--- config.mk ---
export PLATFORM = sky130hd
export DESIGN_NAME = text_cell_fetcher
export DESIGN_NICKNAME = d
export VERILOG_FILES = /design/src/rtl/text_cell_fetcher.sv
export SDC_FILE = /design/constraint.sdc
export NUM_CORES = 1
export LEC_CHECK = 0
export BUFFER_PORTS_ARGS = -buffer_cell sky130_fd_sc_hd__buf_2
export CAP_MARGIN = 10
export CORE_UTILIZATION = 61
export CTS_CLUSTER_DIAMETER = 60
export DETAILED_ROUTE_END_ITERATION = 16
export PLACE_DENSITY = 0.84
export SLEW_MARGIN = 10
export SYNTH_ARGS = -nofsm -noshare
export SYNTH_HDL_FRONTEND = slang
export SYNTH_SLANG_ARGS = --single-unit
--- constraint.sdc ---
create_clock -name clk -period 5.3 [get_ports clk]
set_input_delay 0 -clock clk [delete_from_list [all_inputs] [get_ports clk]]
set_output_delay 0 -clock clk [all_outputs]
set_load 0.01 [all_outputs]
--- src/rtl/text_cell_fetcher.sv ---
// Text-mode cell fetcher: walks the 80x25 character buffer in step with the
// sync generator, fetches one {attribute, character} word per 8-pixel cell
// and presents glyph code, glyph row/column, colour indices and the cursor
// flag to the font/colour lookup stage, LATENCY pixel clocks after x/y/active.
module text_cell_fetcher #(
  parameter int LATENCY = 8
) (
  input  logic        clk,
  input  logic        reset_n,
  input  logic [9:0]  x,
  input  logic [9:0]  y,
  input  logic        active,
  input  logic        frame_start,
  input  logic        cursor_enable,
  input  logic [10:0] cursor_pos,
  input  logic        blink_enable,
  output logic        vram_access,
  output logic [10:0] vram_addr,
  input  logic        vram_ack,
  input  logic [15:0] vram_data,
  output logic [7:0]  glyph,
  output logic [2:0]  glyph_row,
  output logic [2:0]  glyph_col,
  output logic [3:0]  foreground,
  output logic [3:0]  background,
  output logic        render_cursor,
  output logic        pixel_valid,
  output logic        underrun
);

  // The last of the LATENCY stages is the output register itself.
  localparam int STAGES = LATENCY - 1;
  localparam logic [15:0] BLANK_CELL = 16'h0720;

  typedef struct packed {
    logic       act;
    logic [9:0] px;
    logic [9:0] py;
  } pix_t;

  function automatic logic [10:0] cell_of(input logic [9:0] px, input logic [9:0] py);
    logic [10:0] row;
    logic [10:0] col;
    row = {6'd0, py[8:4]};
    col = {4'd0, px[9:3]};
    return (row << 6) + (row << 4) + col;
  endfunction

  pix_t        dly [STAGES];
  pix_t        tail;
  logic        slot;
  logic [10:0] slot_idx;
  logic [10:0] tail_idx;
  logic        transfer;

  // VRAM handshake: vram_access/vram_addr rise together and are held
  // unchanged until the single-cycle vram_ack (data valid in that cycle);
  // access drops on the following cycle. A request is never withdrawn.
  logic        pending;
  logic [3:0]  age;
  logic        ack_hit;
  logic        timely;
  logic        late;
  logic [15:0] next_cell;
  logic        next_ok;
  logic [15:0] disp_cell;
  logic [15:0] incoming;
  logic [15:0] cur_cell;
  logic [7:0]  attr;
  logic [3:0]  fg_next;
  logic [3:0]  bg_next;
  logic [5:0]  frame_count;

  assign slot     = active && (x[2:0] == 3'd0);
  assign slot_idx = cell_of(x, y);
  assign tail     = dly[STAGES-1];
  assign tail_idx = cell_of(tail.px, tail.py);
  assign transfer = tail.act && (tail.px[2:0] == 3'd0);

  // age counts cycles since the owning slot: 1..7 is on time, 8 is late.
  assign ack_hit  = vram_ack && pending;
  assign timely   = ack_hit && (age <= 4'd7);
  assign late     = ack_hit && !timely;
  assign vram_access = pending;

  // A deadline ack arrives in the transfer cycle itself, so bypass it.
  assign incoming = timely ? vram_data : (next_ok ? next_cell : BLANK_CELL);

  // Pixel position delay line.
  always_ff @(posedge clk or negedge reset_n) begin
    if (!reset_n) begin
      for (int i = 0; i < STAGES; i++) dly[i] <= '0;
    end else begin
      dly[0] <= {active, x, y};
      for (int i = 1; i < STAGES; i++) dly[i] <= dly[i-1];
    end
  end

  // Fetch request issue, ack tracking and next-cell register.
  always_ff @(posedge clk or negedge reset_n) begin
    if (!reset_n) begin
      pending   <= 1'b0;
      vram_addr <= '0;
      age       <= '0;
      next_cell <= '0;
      next_ok   <= 1'b0;
    end else begin
      if (ack_hit) pending <= 1'b0;
      else if (pending && age < 4'd8) age <= age + 4'd1;
      if (timely) begin
        next_cell <= vram_data;
        next_ok   <= 1'b1;
      end
      // A slot always starts a fresh cell; if a request is still out the
      // slot is skipped and the cell stays blank.
      if (slot) begin
        next_ok <= 1'b0;
        if (!pending) begin
          pending   <= 1'b1;
          vram_addr <= slot_idx;
          age       <= 4'd1;
        end
      end
    end
  end

  // Colour selection from the cell shown at this pixel.
  always_comb begin
    cur_cell = transfer ? incoming : disp_cell;
    attr     = cur_cell[15:8];
    fg_next  = attr[3:0];
    bg_next  = attr[7:4];
    if (blink_enable && attr[7]) begin
      bg_next = {1'b0, attr[6:4]};
      if (frame_count[5]) fg_next = bg_next;
    end
  end

  // Display register, frame counter, underrun flag and output register.
  always_ff @(posedge clk or negedge reset_n) begin
    if (!reset_n) begin
      disp_cell     <= '0;
      frame_count   <= '0;
      underrun      <= 1'b0;
      glyph         <= '0;
      glyph_row     <= '0;
      glyph_col     <= '0;
      foreground    <= '0;
      background    <= '0;
      render_cursor <= 1'b0;
      pixel_valid   <= 1'b0;
    end else begin
      if (transfer) disp_cell <= incoming;
      if (frame_start) frame_count <= frame_count + 6'd1;
      if (late || (transfer && !timely && !next_ok)) underrun <= 1'b1;
      pixel_valid <= tail.act;
      if (tail.act) begin
        glyph         <= cur_cell[7:0];
        glyph_row     <= tail.py[3:1];
        glyph_col     <= tail.px[2:0];
        foreground    <= fg_next;
        background    <= bg_next;
        render_cursor <= cursor_enable && (tail_idx == cursor_pos) &&
                         (tail.py[3:2] == 2'b11) && !frame_count[4];
      end else begin
        glyph         <= '0;
        glyph_row     <= '0;
        glyph_col     <= '0;
        foreground    <= '0;
        background    <= '0;
        render_cursor <= 1'b0;
      end
    end
  end

endmodule
==> run summary <==
Vias in the first global route: 4783
Synthesis-to-layout area growth: 25.3%
CTS root buffer: clkbuf_16
Synth top area share: 75.6%
Crit path DAT: 4.21 ns
Post-synth EDFFs: 0
Die area: 0.0120 sq mm
Mapped Area: 0.00705 sq mm
Drt via density: 5.59
Wire length per cell: 19.9 um
Global-route wire length before repair: 24500 um
Die H: 109 um
Max cap viols: 0
Pin count of the biggest net entering global routing: 118
Hold path cells: 2
Total wire length: 15500 um
Critical Path Source: dly[4]$_DFF_PN0_
CP Max Fanout: 2
Fillers: 552
Final Max Slew Viols: 0
Warnings, synthesis: 0
Core Region: 0.0110 sq mm
Setup violations, final: 0
DRT antenna net count: 0
Leading area contributor after synthesis: dfrtp_1
Footprint of the multi-input gates: 0.00166 sq mm
Seq/Total Area, Yosys: 75.6%
Reg2reg end: render_cursor$_DFF_PN0_
Row cnt: 38
DP Cell Count: 700
Via count: 4369
Reg2reg path depth: 9
Clock transition at path regs: 0.06 ns
Slew headroom: 22.5%
Final #Nets: 704
Syn Inst Count: 484
Number of port buffers: 88
Unique cell type count in the Yosys netlist: 39
Final Util: 80.0%
Status: complete, no violations
Die Width: 109 um
Pre-antenna DRT Iters: 7
Clock sink total: 213
Syn nets: 562
Min-Delay Path Class: in2reg
H-tree levels: 1
Final period util: 71.8%
Share of cells above drive strength 1: 20.9%
Main area contributors after synthesis: dfrtp_1, nand2_1, ha_1
FF-to-FF setup slack: 1.50 ns
Setup Crit Path Kind: reg2reg
Ports: 91
Setup_tns: 0 ns
Hold Path End: dly[129]$_DFF_PN0_
DRC Markers: 0
Total track usage: 27.9%
Post-Synthesis Mean Instance Area: 14.6 sq um
Initial core utilization: 63.9%
CTS tree: yes
Max Clk Rate: 0.263 GHz
Fin Hold WS: 0.157 ns
Hold Fails Final Rpt: 0
Unrepaired setup endpoints after global routing: no
HPWL after detailed placement: 7350 um
Most common cell in the netlist: dfrtp_1
Non-Filler Instances: 782
Clk buf depth: 3
WP data required: 5.71 ns
Commonest cells in the netlist: dfrtp_1, nand2_1, nor2_1
CP Launch Type: flop
Power Density: 455 mW/mm^2
Synth Flop Type: dfrtp_1
Hold Crit Start: y[3]
Synthesized flop and latch total: 213
Starting DRC count in detailed routing: 390
Num CTS Buffers: 21
Post-synth ARST share: 100%
FF-to-FF Start: dly[4]$_DFF_PN0_
VDD IR max: 395 uV
GRT overflow: 0
Clk_skew: 0.0245 ns
Placer Congestion: 0.785
Clk_lat worst skew: 0.49 ns
Lkg Pwr: 4.30 nW
Crit end category: flop
Slew @ Worst Pin: 1.16 ns
FF/Latch Area: 0.00533 sq mm
Initial antenna violation count: 0
Final worst path period need: 3.80 ns
Post_cts resized: 0
-- what timing repair did --
| action | in CTS | in global routing |
|---|---|---|
| setup endpoints to repair | 0 | 0 |
| hold buffers | 42 | 0 |
| buffers inserted | 0 | 0 |
| endpoints found under the hold margin | 183 | 0 |
-- logic make-up (layout without fill, tap and decap cells) --
kind of cell	after synthesis	in the layout	synth area share, %
AO/OA/AOI/OAI	45	45	4.35
XOR/XNOR	26	26	3.23
adder cells (fa/ha/maj)	24	24	4.69
buffers and inverters	14	171	0.888
flip-flops	213	213	75.6
multiplexers	1	1	0.160
other	0	1	0
AND/OR/NAND/NOR	161	161	11.0
-- through the flow --
stage | worst slack (ns) | total power [W] | area, sq um
after global routing | 1.31 | 0.00417 | 8820
after floorplan | 2.80 | 0.00217 | 7050
after CTS | 1.53 | 0.00400 | 8810
after detailed placement | 2.39 | 0.00235 | 7620
after global placement | 2.50 | 0.00231 | 7620
final | 1.50 | 0.00402 | 8830
-- power breakdown --
part | internal [W] | switching [W] | leakage [nW]
clock network | 0.00100 | 0.000625 | 0.383
logic | 0.000202 | 0.000254 | 1.37
registers | 0.00182 | 0.000123 | 2.54
total | 0.00302 | 0.00100 | 4.30
-- sequential cells by signal, indices dropped and copies added (netlist names) --
signal         count
render_cursor      1
age                4
background         4
next_cell         16
underrun           1
foreground         4
vram_access        1
next_ok            1
pixel_valid        1
glyph              8
frame_count        6
glyph_col          3
dly              133
glyph_row          3
disp_cell         16
vram_addr         11
-- metal layers --
metal / up-vias / wire length, um / track usage, %
li1: 1876 / - / -
met3: 58 / 985 / 5.57
met1: 2197 / 5700 / 34.3
met2: 238 / 8210 / 47.9
met5: - / 0 / 0
met4: 0 / 642 / 12.9
-- worst max path at each step --
stage                                    endpoint  slack [ns]  cells past startpoint
after detailed placement  foreground[1]$_DFF_PN0_        2.39                      5
final                     render_cursor$_DFF_PN0_        1.50                      9
after CTS                 render_cursor$_DFF_PN0_        1.53                      9
after global routing      render_cursor$_DFF_PN0_        1.31                      9
after floorplan           render_cursor$_DFF_PN0_        2.80                      7
after global placement    foreground[2]$_DFF_PN0_        2.50                      5
-- worst max-delay path, cell delays in order (launching register included) --
cell and delay, ns:
dfrtp_1 0.42, fa_1 0.55, fa_1 0.48, xor2_1 0.21
xnor2_1 0.13, nand4_1 0.11, or4_1 0.41, dlygate4sd3_1 0.57
nor4_1 0.28, dlygate4sd3_1 0.58
-- final cells by class --
| cell class | instances | share of cell area (%) |
|---|---|---|
| sequential | 213 | 60.4 |
| multi-input combinational | 257 | 18.8 |
| timing repair buffer | 133 | 10.1 |
| clock buffer | 27 | 6.78 |
| tap | 140 | 1.98 |
| clock inverter | 11 | 1.91 |
| antenna | 1 | 0.0283 |
-- cells in the final DEF (no fill, tap or decap), types with 2 or more instances in the layout --
cell	n
o22a_1	3
buf_2	87
nor3b_1	3
nand4_1	4
xnor2_1	17
dlygate4sd3_1	42
clkbuf_16	21
dfrtp_1	213
nand2_1	90
nand3b_1	2
a21oi_1	6
xor2_1	9
buf_4	2
clkinv_2	4
nor4b_1	2
o211a_1	3
a21o_1	6
nor2_1	20
bufinv_16	4
and3_1	3
clkbuf_8	6
ha_1	20
nand3_1	2
o21ai_0	15
a31oi_1	8
inv_6	2
fa_1	4
nand4b_1	3
and2_1	18
nand2b_1	5
Power figures use the tool's default switching activity.
